[src/rtl/sccb_pkg.sv]
// rtl/sccb_pkg.sv - shared states and constants for the SCCB boot configuration master
package sccb_pkg;

  typedef enum logic [2:0] {
    SEQ_IDLE, SEQ_FETCH, SEQ_DECODE, SEQ_WRITE, SEQ_DELAY, SEQ_NEXT, SEQ_DONE
  } seq_state_e;

  typedef enum logic [2:0] {
    PHY_IDLE, PHY_START, PHY_BYTE, PHY_STOP, PHY_GAP
  } phy_state_e;

  localparam logic [15:0] SENTINEL_END   = 16'hFFFF;
  localparam logic [15:0] SENTINEL_DELAY = 16'hFFF0;
  localparam int          BITS_PER_PHASE = 9;
  localparam int          PHASES         = 3;

endpackage

[src/rtl/sccb_write_phy.sv]
// rtl/sccb_write_phy.sv - one SCCB 3-phase write: START, 27 bits, STOP, bus-free gap
module sccb_write_phy
  import sccb_pkg::*;
#(
  parameter int QTR = 250
) (
  input  logic       clk,
  input  logic       rst_n,
  input  logic       go,
  input  logic [7:0] id,
  input  logic [7:0] addr,
  input  logic [7:0] data,
  output logic       ack,
  output logic       sioc,
  output logic       siod_o,
  output logic       siod_t,
  input  logic       siod_i,
  output logic [7:0] nack_cnt
);

  localparam int QW = $clog2(QTR);

  phy_state_e    state_q, state_d;
  logic [QW-1:0] qcnt_q, qcnt_d;
  logic [1:0]    q_q, q_d;
  logic [3:0]    bit_q, bit_d;
  logic [1:0]    phase_q, phase_d;
  logic [7:0]    id_q, id_d, addr_q, addr_d, data_q, data_d;
  logic [7:0]    nack_q, nack_d;
  logic          sioc_q, sioc_d, siod_o_q, siod_o_d, siod_t_q, siod_t_d;
  logic          tick, unit_end, dc_bit;
  logic [7:0]    cur_byte;

  assign tick     = (qcnt_q == QW'(QTR - 1));
  assign unit_end = tick && (q_q == 2'd3);
  assign dc_bit   = (bit_q == 4'(BITS_PER_PHASE - 1));

  always_ff @(posedge clk) begin
    if (!rst_n) begin
      state_q  <= PHY_IDLE;
      qcnt_q   <= '0;
      q_q      <= '0;
      bit_q    <= '0;
      phase_q  <= '0;
      id_q     <= '0;
      addr_q   <= '0;
      data_q   <= '0;
      nack_q   <= '0;
      sioc_q   <= 1'b1;
      siod_o_q <= 1'b0;
      siod_t_q <= 1'b1;
    end else begin
      state_q  <= state_d;
      qcnt_q   <= qcnt_d;
      q_q      <= q_d;
      bit_q    <= bit_d;
      phase_q  <= phase_d;
      id_q     <= id_d;
      addr_q   <= addr_d;
      data_q   <= data_d;
      nack_q   <= nack_d;
      sioc_q   <= sioc_d;
      siod_o_q <= siod_o_d;
      siod_t_q <= siod_t_d;
    end
  end

  // Outputs are computed per quarter and registered, so SIOC and SIOD move on the same edge.
  always_comb begin
    state_d  = state_q;
    qcnt_d   = tick ? '0 : qcnt_q + QW'(1);
    q_d      = tick ? q_q + 2'd1 : q_q;
    bit_d    = bit_q;
    phase_d  = phase_q;
    id_d     = id_q;
    addr_d   = addr_q;
    data_d   = data_q;
    nack_d   = nack_q;
    ack      = 1'b0;
    sioc_d   = 1'b1;
    siod_o_d = 1'b0;
    siod_t_d = 1'b1;
    cur_byte = data_q;
    if (phase_q == 2'd0) cur_byte = id_q;
    else if (phase_q == 2'd1) cur_byte = addr_q;

    case (state_q)
      PHY_IDLE: begin
        qcnt_d = '0;
        q_d    = '0;
        if (go) begin
          state_d = PHY_START;
          id_d    = id;
          addr_d  = addr;
          data_d  = data;
        end
      end
      PHY_START: begin
        sioc_d   = (q_q != 2'd3);
        siod_t_d = (q_q == 2'd0);
        if (unit_end) begin
          state_d = PHY_BYTE;
          bit_d   = '0;
          phase_d = '0;
        end
      end
      PHY_BYTE: begin
        sioc_d = q_q[0] ^ q_q[1];
        if (!dc_bit) begin
          siod_t_d = 1'b0;
          siod_o_d = cur_byte[~bit_q[2:0]];
        end
        if (dc_bit && q_q == 2'd2 && qcnt_q == '0 && siod_i && nack_q != 8'hFF)
          nack_d = nack_q + 8'd1;
        if (unit_end) begin
          if (dc_bit) begin
            bit_d = '0;
            if (phase_q == 2'(PHASES - 1)) state_d = PHY_STOP;
            else phase_d = phase_q + 2'd1;
          end else begin
            bit_d = bit_q + 4'd1;
          end
        end
      end
      PHY_STOP: begin
        sioc_d   = (q_q != 2'd0);
        siod_t_d = q_q[1];
        if (unit_end) state_d = PHY_GAP;
      end
      PHY_GAP: begin
        if (unit_end) begin
          state_d = PHY_IDLE;
          ack     = 1'b1;
        end
      end
      default: state_d = PHY_IDLE;
    endcase
  end

  assign sioc     = sioc_q;
  assign siod_o   = siod_o_q;
  assign siod_t   = siod_t_q;
  assign nack_cnt = nack_q;

endmodule

[src/rtl/sccb_cfg_sequencer.sv]
// rtl/sccb_cfg_sequencer.sv - walks the ROM register table and hands each entry to the write PHY
module sccb_cfg_sequencer
  import sccb_pkg::*;
#(
  parameter int         CLK_FREQ     = 100_000_000,
  parameter int         SCCB_FREQ    = 100_000,
  parameter logic [7:0] SLAVE_ADDR   = 8'h42,
  parameter int         ROM_AW       = 8,
  parameter int         DELAY_CYCLES = 1_000_000
) (
  input  logic              clk,
  input  logic              rst_n,
  input  logic              start,
  output logic              busy,
  output logic              done,
  output logic [ROM_AW-1:0] rom_addr,
  input  logic [15:0]       rom_data,
  output logic              sioc,
  output logic              siod_o,
  output logic              siod_t,
  input  logic              siod_i,
  output logic [7:0]        nack_cnt
);

  localparam int QTR = CLK_FREQ / (4 * SCCB_FREQ);
  localparam int CW  = (DELAY_CYCLES > 2) ? $clog2(DELAY_CYCLES) : 1;

  seq_state_e        state_q, state_d;
  logic [ROM_AW-1:0] addr_q, addr_d;
  logic [CW-1:0]     cnt_q, cnt_d;
  logic              busy_q, busy_d, done_q, done_d;
  logic              go, ack;

  always_ff @(posedge clk) begin
    if (!rst_n) begin
      state_q <= SEQ_IDLE;
      addr_q  <= '0;
      cnt_q   <= '0;
      busy_q  <= 1'b0;
      done_q  <= 1'b0;
    end else begin
      state_q <= state_d;
      addr_q  <= addr_d;
      cnt_q   <= cnt_d;
      busy_q  <= busy_d;
      done_q  <= done_d;
    end
  end

  // cnt_q serves both the ROM latency wait and the delay sentinel.
  always_comb begin
    state_d = state_q;
    addr_d  = addr_q;
    cnt_d   = cnt_q + CW'(1);
    busy_d  = busy_q;
    done_d  = done_q;
    go      = 1'b0;
    case (state_q)
      SEQ_IDLE: begin
        cnt_d = '0;
        if (start) begin
          state_d = SEQ_FETCH;
          addr_d  = '0;
          busy_d  = 1'b1;
          done_d  = 1'b0;
        end
      end
      SEQ_FETCH: begin
        if (cnt_q == CW'(1)) state_d = SEQ_DECODE;
      end
      SEQ_DECODE: begin
        cnt_d = '0;
        if (rom_data == SENTINEL_END) begin
          state_d = SEQ_DONE;
        end else if (rom_data == SENTINEL_DELAY) begin
          state_d = SEQ_DELAY;
        end else begin
          go      = 1'b1;
          state_d = SEQ_WRITE;
        end
      end
      SEQ_WRITE: begin
        cnt_d = '0;
        if (ack) state_d = SEQ_NEXT;
      end
      SEQ_DELAY: begin
        if (cnt_q == CW'(DELAY_CYCLES - 1)) state_d = SEQ_NEXT;
      end
      SEQ_NEXT: begin
        cnt_d = '0;
        if (addr_q == '1) begin
          state_d = SEQ_DONE;
        end else begin
          addr_d  = addr_q + ROM_AW'(1);
          state_d = SEQ_FETCH;
        end
      end
      SEQ_DONE: begin
        done_d  = 1'b1;
        busy_d  = 1'b0;
        state_d = SEQ_IDLE;
      end
      default: state_d = SEQ_IDLE;
    endcase
  end

  sccb_write_phy #(.QTR(QTR)) u_phy (
    .clk      (clk),
    .rst_n    (rst_n),
    .go       (go),
    .id       (SLAVE_ADDR),
    .addr     (rom_data[15:8]),
    .data     (rom_data[7:0]),
    .ack      (ack),
    .sioc     (sioc),
    .siod_o   (siod_o),
    .siod_t   (siod_t),
    .siod_i   (siod_i),
    .nack_cnt (nack_cnt)
  );

  assign rom_addr = addr_q;
  assign busy     = busy_q;
  assign done     = done_q;

endmodule

[config.mk]
export PLATFORM = sky130hd
export DESIGN_NAME = sccb_cfg_sequencer
export DESIGN_NICKNAME = d
export VERILOG_FILES = /design/src/rtl/sccb_pkg.sv /design/src/rtl/sccb_write_phy.sv /design/src/rtl/sccb_cfg_sequencer.sv
export SDC_FILE = /design/constraint.sdc
export NUM_CORES = 1
export LEC_CHECK = 0
export BUFFER_PORTS_ARGS = -buffer_cell sky130_fd_sc_hd__buf_2
export CAP_MARGIN = 20
export CELL_PAD_IN_SITES_DETAIL_PLACEMENT = 1
export CELL_PAD_IN_SITES_GLOBAL_PLACEMENT = 2
export CORE_UTILIZATION = 39
export CTS_CLUSTER_SIZE = 12
export DETAILED_ROUTE_END_ITERATION = 8
export HOLD_SLACK_MARGIN = 0.06
export PLACE_DENSITY = 0.88
export SYNTH_ARGS = -nofsm -noshare
export SYNTH_HDL_FRONTEND = slang
export SYNTH_SLANG_ARGS = --single-unit
export TNS_END_PERCENT = 5
[constraint.sdc]
create_clock -name clk -period 7.4 [get_ports clk]
set_clock_uncertainty 0.05 [all_clocks]
set_input_delay 2.22 -clock clk [delete_from_list [all_inputs] [get_ports clk]]
set_output_delay 2.22 -clock clk [all_outputs]
set_load 0.05 [all_outputs]
==> qor.yml, run 1 <==
layout:
  finish.utilization_pct: 45.83
  diodes: 0
  syn_to_final_growth_pct: 13.36
  drive_gt1_share_pct: 15.06
  nNetsFinal: 529
worst_setup_path:
  cp_data_required_time_ns: 7.58
  arrival_ns: 4.04
  path_max_fanout: 17
  cp_num_cells: 7
  critPathCaptureType: "flip-flop"
  worstPathCellList: "buf_2, or4_1, a2111oi_2, nor4b_2, buf_4, mux2i_1, nor2_1"
  slowest_stage: "or4_1"
  reg2reg_depth: 7
  worstSetupPathType: "input port to flip-flop"
  critPathMaxStageDelay_ns: 0.61
  start_kind: "input port"
  crit_buf_inv: 2
  cpLargestDelayFamily: "simple AND/OR/NAND/NOR gates"
sta:
  fmax_mhz: 259.2
  setup_viol: 0
  worst_pin_slew_ns: 0.7102
  period_needed_ns: 3.858
  rsz0062_at_grt: "false"
  setup_tns_ns: 0
  timing.final.hold_violations: 0
  period_share_pct: 52.14
  drv_slew: 0
  holdWs_ns: 0.4177
  slew_headroom_pct: 52.21
yosys:
  yosysSeqAreaShare_pct: 40.34
  netlist_area_um2: 3970
  yosysWarningCount: 0
  syn-instance-count: 459
  synth_area_leaders: "dfxtp_1 (40%), nor2_1 (6.6%), mux2i_1 (5.3%)"
  avgSynthCellArea_um2: 8.649
  synth_cell_types: 61
  synth_top_cell_by_area: "dfxtp_1"
  synth_nets: 494
  synth_top_area_share_pct: 40.34
  synth_async_sr_flop_share_pct: 0
  synth-edff-count: 0
  ys.flop_type: "dfxtp_1"
  synth_seq_cells: 80
clocking:
  cts.reportedPaths.clkPinSlew_ns: 0.08
  cts_inserted_buffers: 9
  cts-hold-fix-buffers: 0
  root_buffer: "clkbuf_8"
  cts_num_sinks: 80
  cts_resized: 0
  clk_latency_ns: 0.35
  htree_levels: 3
  clock_path_buffers: 2
  post_cts_buffers: 0
  cts_tree: "yes"
run_status:
  outcome: "complete, no violations"
run:
  maxCapViolations: 0
die:
  core_um2: 9819
  floorplan.rows: 36
  dieArea_um2: 10590
  io_pins: 41
  die_x_um: 102.9
  die_height_um: 102.9
  initial_core_util_pct: 40.43
route:
  route.detailed.drc: 0
  dr_total_vias: 3371
  first_pass_iters: 4
  antenna_left: 0
  vias_per_cell: 5.342
  wirelength_um: 9402
  drt-wirelength-per-cell_um: 14.90
  drt_iter0_markers: 63
global_routing:
  grt_max_degree: 30
  first_global_vias: 3396
  grt_pass1_wl_um: 16010
  grt_overflow: 0
  grt_use_total_pct: 19.24
  antenna_found_initial: 0
power:
  powerDensity_nw_per_um2: 245.8
  ir_drop_mv: 0.1086
  p_leak_nw: 1.615
placement:
  gp_congestion: 0.7744
  port_buffers: 40
  dp_hpwl_um: 7042
worst_hold_path:
  hold_path_class: "flip-flop to flip-flop"
  hold_depth: 2
[flip-flops by register name, summed over array words and instances (netlist names)]
register,cells
u_phy.bit_q,4
u_phy.sioc,1
u_phy.phase_q,2
busy,1
u_phy.data_q,8
rom_addr,8
u_phy.addr_q,8
u_phy.nack_cnt,8
u_phy.qcnt_q,8
done,1
u_phy.siod_t,1
state_q,3
u_phy.q_q,2
u_phy.state_q,3
u_phy.siod_o,1
cnt_q,20
u_phy.id_q,1
[cell type report]
class	count	area (um2)
sequential	80	1602
multi-input combinational	343	2230
clock inverter	3	65.06
fill	1196	5319
clock buffer	12	155.1
tap	133	166.4
inverter	18	67.56
timing repair buffer	42	215.2
[synth_stat cells, types with 2 or more instances]
cell	instances
dfxtp_1	80
and3_1	5
mux2i_1	21
nor2b_1	3
a31oi_1	2
nor4b_1	3
o31ai_1	4
nand2_1	37
inv_1	17
mux2_2	2
nor2_1	70
or3_2	2
or3_1	3
and2_1	2
o21ai_0	12
nor4_1	5
mux4_2	2
xnor2_1	14
a211o_1	2
or3b_2	2
a21oi_1	23
a211oi_1	3
nand2b_1	4
and4b_1	2
a21boi_0	2
xor2_1	20
nand3_1	30
or4_1	6
and4_1	4
ha_1	15
and3_2	2
o211ai_1	2
buf_2	2
nand4_1	12
clkbuf_1	14
nor3_1	5
[per-stage QoR]
stage / setup slack [ns] / area (um2) / cells / power, mW
6_report: 3.542 / 4501 / 631 / 1.106
2_1_floorplan: 3.377 / 3970 / 459 / 0.6958
3_3_place_gp: 3.280 / 4280 / 616 / 0.7485
3_5_place_dp: 3.176 / 4280 / 616 / 0.7572
5_1_grt: 3.441 / 4501 / 631 / 1.175
4_1_cts: 3.546 / 4501 / 631 / 1.120
[worst register-to-register path: cells and delay by family (launching register included)]
family | cells | cell delay (ns)
DFF | 1 | 0.41
adders and majority gates | 1 | 0.17
and+or+nand+nor | 4 | 1.53
buffers and inverters | 1 | 0.19
AOI/OAI and AO/OA | 1 | 0.14
[cells by family after synthesis]
kind of cell | synth area share, %
flip-flops | 40.34
multiplexers | 6.996
XOR/XNOR | 7.501
AO/OA/AOI/OAI | 9.518
AND/OR/NAND/NOR | 27.26
adder cells (fa/ha/maj) | 4.727
buffers and inverters | 3.656
[path summary, 6_finish.rpt]
check,from,end,slack [ns]
worst min register to register,u_phy.id_q[1],u_phy.id_q[1],0.42
worst max register to register,u_phy.bit_q[0],u_phy.nack_cnt[7],4.84
worst max-delay path,rom_data[0],u_phy.addr_q[7],3.54
worst min-delay path,u_phy.id_q[1],u_phy.id_q[1],0.42
[metal layers]
| layer | global-route usage [%] | part of all wire (%) | vias up |
|---|---|---|---|
| met5 | 0 | 0 | - |
| met4 | 6.717 | 1.2 | 0 |
| met3 | 2.644 | 2.4 | 11 |
| met2 | 34.05 | 50 | 49 |
| met1 | 23.90 | 47 | 1633 |
| li1 | - | - | 1678 |
[power by group]
group / internal (mW) / switching, mW
combinational: 0.0937 / 0.135
sequential: 0.466 / 0.0507
clock: 0.206 / 0.154
total: 0.767 / 0.340
[placed cells by master, fill, tap and decap left out, drive strengths merged, types with 3 or more instances in the layout]
cell type and count:
dfxtp 80, nor2 70, buf 42, nand2 37
nand3 30, a21oi 23, mux2i 21, xor2 20
inv 17, ha 15, xnor2 14, o21ai 12
nand4 12, clkbuf 12, or4 7, and3 7
nor4 5, nor3 5, nand2b 5, and4 5
or3 5, o31ai 4, nor4b 4, and2 4
nor2b 3, a211oi 3
(Power assumes the default switching activity.)
==> run 2: changes to the inputs <==
--- a/config.mk
+++ b/config.mk
@@ -5,15 +5,16 @@
 export SDC_FILE = /design/constraint.sdc
 export NUM_CORES = 1
 export LEC_CHECK = 0
+export ABC_AREA = 1
 export BUFFER_PORTS_ARGS = -buffer_cell sky130_fd_sc_hd__buf_2
 export CAP_MARGIN = 20
 export CELL_PAD_IN_SITES_DETAIL_PLACEMENT = 1
 export CELL_PAD_IN_SITES_GLOBAL_PLACEMENT = 2
-export CORE_UTILIZATION = 39
+export CORE_UTILIZATION = 30
 export CTS_CLUSTER_SIZE = 12
 export DETAILED_ROUTE_END_ITERATION = 8
 export HOLD_SLACK_MARGIN = 0.06
-export PLACE_DENSITY = 0.88
+export PLACE_DENSITY = 0.79
 export SYNTH_ARGS = -nofsm -noshare
 export SYNTH_HDL_FRONTEND = slang
 export SYNTH_SLANG_ARGS = --single-unit
==> constraint.sdc (replaced) <==
create_clock -name clk -period 3.5 [get_ports clk]
set_clock_uncertainty 0.05 [all_clocks]
set_input_delay 1.05 -clock clk [delete_from_list [all_inputs] [get_ports clk]]
set_output_delay 1.05 -clock clk [all_outputs]
set_load 0.05 [all_outputs]
==> run 2 against run 1 <==
Critical path depth fell by 6. Non-clock buffer count unchanged. Critical path type is now flip-flop to output port. Via count rose by 22%. Worst setup slack worse by 2.2 ns. Power rose to 2.5 times the previous value. First-iteration DRC count rose to 2.8 times the previous value. Design area rose by 11%. Hold slack better by 0.017 ns. Highest routed layer unchanged. Count of clock-buffer cells in the layout increased by 3. Register-to-register slack got worse by 3.3 ns. Sequential power increased by 120%. Core utilization fell by 10 points.
==> qor.yml, run 2 <==
layout:
  nNetsFinal: 720
  syn_to_final_growth_pct: 14.83
  finish.utilization_pct: 35.66
  drive_gt1_share_pct: 15.09
  largest_register_ffs: 20
  layout_common_cells: "nor2_1 (123), nand2_1 (115), dfxtp_1 (80), inv_1 (78), nand3_1 (50)"
  diodes: 0
  seq_area_um2: 1602
  final_common_cell: "nor2_1"
  top_register: "cnt_q"
  n_fill_cell: 1800
  multi_input_area_um2: 2352
route:
  route.detailed.drc: 0
  drt-wirelength-per-cell_um: 13.12
  dr_total_vias: 4113
  drt_iter0_markers: 174
  antenna_left: 0
  wirelength_um: 11400
  vias_per_cell: 4.733
  first_pass_iters: 4
placement:
  dp_hpwl_um: 8769
  port_buffers: 40
  gp_congestion: 0.7667
worst_setup_path:
  reg2reg_from: "u_phy.bit_q[0]"
  worstPathCellList: "buf_2"
  reg2reg_depth: 8
  slowest_stage: "dfxtp_1"
  crit_buf_inv: 1
  r2r_slack_ns: 1.59
  path_max_fanout: 5
  arrival_ns: 1.06
  cp_data_required_time_ns: 2.40
  cpLargestDelayFamily: "flip-flops"
  worstSetupPathType: "flip-flop to output port"
  critPathCaptureType: "output port"
  r2r_end: "u_phy.nack_cnt[4]"
  start_kind: "flip-flop"
  critPathMaxStageDelay_ns: 0.42
die:
  die_x_um: 122.6
  dieArea_um2: 15020
  floorplan.rows: 43
  initial_core_util_pct: 31.05
  core_um2: 14040
  io_pins: 41
  die_height_um: 122.6
global_routing:
  grt_overflow: 0
  antenna_found_initial: 0
  first_global_vias: 4175
  grt_pass1_wl_um: 19470
  grt_max_degree: 29
  grt_use_total_pct: 16.48
worst_hold_path:
  min_to: "busy"
  hold_depth: 2
  hold_path_class: "flip-flop to flip-flop"
  worstHoldStart: "busy"
clocking:
  htree_levels: 3
  cts_inserted_buffers: 9
  clock_path_buffers: 2
  clk_latency_ns: 0.34
  cts-hold-fix-buffers: 0
  cts_resized: 0
  post_cts_buffers: 0
  cts_tree: "yes"
  cts.reportedPaths.clkPinSlew_ns: 0.06
  cts_num_sinks: 80
  root_buffer: "clkbuf_16"
yosys:
  yosysWarningCount: 0
  yosysMostFrequentCell: "nor2_1"
  netlist_area_um2: 4360
  synth_cell_types: 41
  synth_nets: 676
  synth_area_leaders: "dfxtp_1 (37%), nor2_1 (11%), nand2_1 (9.9%)"
  synth_top_area_share_pct: 36.73
  synth-edff-count: 0
  syn-instance-count: 641
  synth_async_sr_flop_share_pct: 0
  yosysSeqAreaShare_pct: 36.73
  ys_top_cells_by_count: "nor2_1 (123), nand2_1 (115), dfxtp_1 (80)"
  synth_seq_cells: 80
  synth_top_cell_by_area: "dfxtp_1"
  avgSynthCellArea_um2: 6.803
  ys.flop_type: "dfxtp_1"
power:
  powerDensity_nw_per_um2: 561.5
  ir_drop_mv: 0.2599
  p_leak_nw: 2.140
sta:
  setup_viol: 0
  slew_headroom_pct: 69.61
  rsz0062_at_grt: "false"
  timing.final.hold_violations: 0
  drv_slew: 0
  worst_pin_slew_ns: 0.4543
  fmax_mhz: 463.2
  period_share_pct: 61.68
  period_needed_ns: 2.159
  setup_tns_ns: 0
run:
  maxCapViolations: 0
run_status:
  outcome: "complete, no violations"
run 2: cell count changes after synthesis, moves of 20 or more:
| cell | delta |
|---|---|
| o21ai_0 | +24 |
| inv_1 | +61 |
| nand3_1 | +20 |
| mux2i_1 | -21 |
| nor2_1 | +53 |
| nand2_1 | +78 |
run 2: logic make-up (layout without fill, tap and decap cells):
group,Yosys count,after routing,share of synthesized area (%)
compound gates,89,89,11.22
xor+xnor,10,10,2.009
fa+ha+maj,15,15,4.304
buf+inv,100,148,9.325
flops,80,80,36.73
simple gates,347,347,36.41
run 2: metrics by stage:
stage | hold WS (ns) | worst slack, ns | power [mW] | instances | cell area [um2]
CTS | 0.4337 | 1.315 | 2.858 | 869 | 5007
detailed placement | 0.4234 | 1.076 | 1.954 | 854 | 4740
global route | 0.4579 | 1.232 | 3.010 | 869 | 5007
finish | 0.4343 | 1.341 | 2.811 | 869 | 5007
floorplan | 0.3949 | 1.462 | 1.766 | 641 | 4360
global placement | 0.4129 | 1.089 | 1.923 | 854 | 4740
run 2: worst max path at each step:
| stage | from | endpoint | slack (ns) | cells after the start |
|---|---|---|---|---|
| floorplan | rom_data[14] | u_phy.id_q[1] | 1.46 | 10 |
| global placement | rst_n | cnt_q[2] | 1.09 | 5 |
| detailed placement | rom_data[13] | u_phy.data_q[2] | 1.08 | 10 |
| CTS | rom_addr[3] | rom_addr[3] | 1.32 | 1 |
| global route | rom_data[13] | u_phy.data_q[0] | 1.23 | 10 |
| finish | u_phy.nack_cnt[5] | nack_cnt[5] | 1.34 | 1 |
run 2: where the power goes:
| group | total (mW) | internal (mW) | switching [mW] |
|---|---|---|---|
| combinational | 0.815 | 0.251 | 0.564 |
| clock | 0.882 | 0.517 | 0.365 |
| sequential | 1.12 | 1.02 | 0.0954 |
| total | 2.81 | 1.79 | 1.02 |
run 2: layer usage:
metal  vias to the layer above  global-route usage, %  routed length [um]
met3                        14                  2.556                 315
met2                        54                  26.86                5136
met4                         0                  7.165                 214
met5                         -                      0                   0
li1                       2123                      -                   -
met1                      1922                  21.45                5734
run 2: cell type report:
| class | instances | area share [%] |
|---|---|---|
| clock buffer | 15 | 5.347 |
| inverter | 91 | 6.897 |
| multi-input combinational | 461 | 46.98 |
| sequential | 80 | 31.98 |
| tap | 180 | 4.498 |
| timing repair buffer | 42 | 4.298 |
==> run 3: changes to the inputs <==
--- a/config.mk
+++ b/config.mk
@@ -5,16 +5,16 @@
 export SDC_FILE = /design/constraint.sdc
 export NUM_CORES = 1
 export LEC_CHECK = 0
-export ABC_AREA = 1
+export ABC_AREA = 0
 export BUFFER_PORTS_ARGS = -buffer_cell sky130_fd_sc_hd__buf_2
 export CAP_MARGIN = 20
 export CELL_PAD_IN_SITES_DETAIL_PLACEMENT = 1
 export CELL_PAD_IN_SITES_GLOBAL_PLACEMENT = 2
-export CORE_UTILIZATION = 30
+export CORE_UTILIZATION = 36
 export CTS_CLUSTER_SIZE = 12
 export DETAILED_ROUTE_END_ITERATION = 8
 export HOLD_SLACK_MARGIN = 0.06
-export PLACE_DENSITY = 0.79
+export PLACE_DENSITY = 0.82
 export SYNTH_ARGS = -nofsm -noshare
 export SYNTH_HDL_FRONTEND = slang
 export SYNTH_SLANG_ARGS = --single-unit
==> constraint.sdc (replaced) <==
create_clock -name clk -period 2 [get_ports clk]
set_clock_uncertainty 0.05 [all_clocks]
set_input_delay 0.6 -clock clk [delete_from_list [all_inputs] [get_ports clk]]
set_output_delay 0.6 -clock clk [all_outputs]
set_load 0.05 [all_outputs]
==> run 3 against run 2 <==
The flow now finishes with violations (setup timing). Register-to-register slack lost 1.8 ns. Critical path depth grew 6. Hold slack lost 0.0068 ns. Global-route usage grew 4.1 points. Wire length shrank 4.7%. Core utilization grew 14 points. Via count shrank 10%. Power grew 55%. Die area shrank 24%. Count of clock-buffer cells in the layout shrank 4. Critical path type is now flip-flop to flip-flop. Largest power group unchanged. Highest routed layer unchanged.
==> qor.yml, run 3 (synthesized netlist as in run 1, its figures left out) <==
run_status:
  outcome: "finished with violations"
  violations: "setup timing"
worst_setup_path:
  cp_data_required_time_ns: 2.25
  reg2reg_depth: 7
  worstSetupPathType: "flip-flop to flip-flop"
  start_kind: "flip-flop"
  reg2reg_from: "u_phy.bit_q[0]"
  arrival_ns: 2.43
  r2r_slack_ns: -0.19
  r2r_end: "u_phy.nack_cnt[5]"
  path_max_fanout: 8
  critPathCaptureType: "flip-flop"
die:
  dieArea_um2: 11450
  io_pins: 41
  die_height_um: 107.0
  die_x_um: 107.0
  core_um2: 10510
  initial_core_util_pct: 37.78
  floorplan.rows: 37
global_routing:
  grt_use_total_pct: 20.56
  grt_overflow: 0
  grt_max_degree: 23
  grt_pass1_wl_um: 18690
  antenna_found_initial: 0
  first_global_vias: 3914
route:
  dr_total_vias: 3701
  route.detailed.drc: 0
  drt_iter0_markers: 103
  vias_per_cell: 5.155
  first_pass_iters: 4
  antenna_left: 0
  drt-wirelength-per-cell_um: 15.13
  wirelength_um: 10860
sta:
  fin_ws_ns: -0.1892
  setup_tns_ns: -0.8574
  period_share_pct: 109.5
  worst_pin_slew_ns: 0.4414
  drv_slew: 0
  rsz0062_at_grt: "true"
  setup_viol: 9
  timing.final.hold_violations: 0
  fmax_mhz: 456.8
  period_needed_ns: 2.189
  slew_headroom_pct: 70.32
placement:
  dp_hpwl_um: 8205
  gp_congestion: 0.8206
  port_buffers: 40
  dpl_worst_slack_ns: -0.3745
  place_area_um2: 4897
layout:
  diodes: 0
  finish.utilization_pct: 49.99
  top_register: "cnt_q"
  layout_common_cells: "buf_4 (84), dfxtp_1 (75), nor2_1 (70), buf_2 (40), nand2_1 (37)"
  n_fill_cell: 1247
  largest_register_ffs: 20
  drive_gt1_share_pct: 30.76
  nNetsFinal: 612
  syn_to_final_growth_pct: 32.34
  fin_area_um2: 5254
  final_common_cell: "buf_4"
power:
  powerDensity_nw_per_um2: 829.7
  p_leak_nw: 2.075
  ir_drop_mv: 0.4104
worst_hold_path:
  min_to: "u_phy.phase_q[1]"
  hold_path_class: "flip-flop to flip-flop"
  worstHoldStart: "u_phy.phase_q[1]"
  hold_depth: 2
clocking:
  clk_latency_ns: 0.36
  cts_tree: "yes"
  cts_num_sinks: 80
  cts_inserted_buffers: 9
  cts.reportedPaths.clkPinSlew_ns: 0.09
  htree_levels: 3
  clock_path_buffers: 2
  root_buffer: "clkbuf_8"
  cts-hold-fix-buffers: 0
run:
  maxCapViolations: 0
[run 3: cell count changes in the layout (fill, tap and decap cells not counted), sizes merged, moves of 7 or more]
cell	previous run	this run
nor2	134	70
inv	88	17
nand3	55	30
mux2i	0	21
nor3	14	5
buf	42	125
xnor2	3	14
or4	0	7
a21oi	38	23
nand2	127	37
and3	0	7
xor2	7	20
o21ai	38	12
[run 3: critical path, stage by stage, from the launching register on]
cell and delay [ns]:
dfxtp_2 0.34, inv_2 0.08, ha_4 0.13, nand3b_1 0.12, nand2b_4 0.17, or4_4 0.60, or4_4 0.50, a21oi_2 0.15
[run 3: metrics by stage]
step	instances	power [mW]	hold WS, ns
2_1_floorplan	459	2.583	0.3813
3_3_place_gp	696	2.935	0.4077
3_5_place_dp	696	2.979	0.4213
4_1_cts	717	4.394	0.4364
5_1_grt	718	4.604	0.4593
6_report	718	4.359	0.4276
[run 3: worst max path at each step]
stage,start,endpoint,slack (ns),cells after the start
2_1_floorplan,rom_data[0],u_phy.addr_q[5],-0.27,7
3_3_place_gp,rom_data[0],u_phy.addr_q[7],-0.29,7
3_5_place_dp,rom_data[0],u_phy.data_q[1],-0.37,7
4_1_cts,u_phy.qcnt_q[0],u_phy.nack_cnt[5],-0.25,7
5_1_grt,u_phy.qcnt_q[1],u_phy.nack_cnt[5],-0.25,7
6_report,u_phy.bit_q[0],u_phy.nack_cnt[5],-0.19,7
[run 3: cell type report]
| cell class | instances | area (um2) | share of cell area [%] |
|---|---|---|---|
| timing repair buffer | 125 | 850.8 | 16.19 |
| clock inverter | 5 | 78.83 | 1.500 |
| sequential | 80 | 1610 | 30.65 |
| clock buffer | 11 | 151.4 | 2.882 |
| multi-input combinational | 343 | 2325 | 44.25 |
| tap | 136 | 170.2 | 3.239 |
| inverter | 18 | 67.56 | 1.286 |
[run 3: repair_timing]
action | CTS | global route
pin swaps | 8 | 4
endpoints found under the setup margin | 7 | 28
gates resized for setup | 13 | 9
hold endpoints to repair | 0 | 0
setup buffers | 5 | 1
[run 3: layer usage]
| layer | track usage [%] | vias to the layer above | wire length, um |
|---|---|---|---|
| met2 | 36.64 | 36 | 5505 |
| met5 | 0 | - | 0 |
| li1 | - | 1852 | - |
| met1 | 25.32 | 1806 | 5046 |
| met3 | 4.195 | 7 | 237 |
| met4 | 4.599 | 0 | 72 |
[run 3: report_power, final]
group,total (mW),internal [mW],leakage [nW],switching (mW)
Sequential,1.85,1.73,0.649,0.125
Clock,1.38,0.770,0.119,0.611
Combinational,1.13,0.490,1.31,0.639
Total,4.36,2.98,2.07,1.38
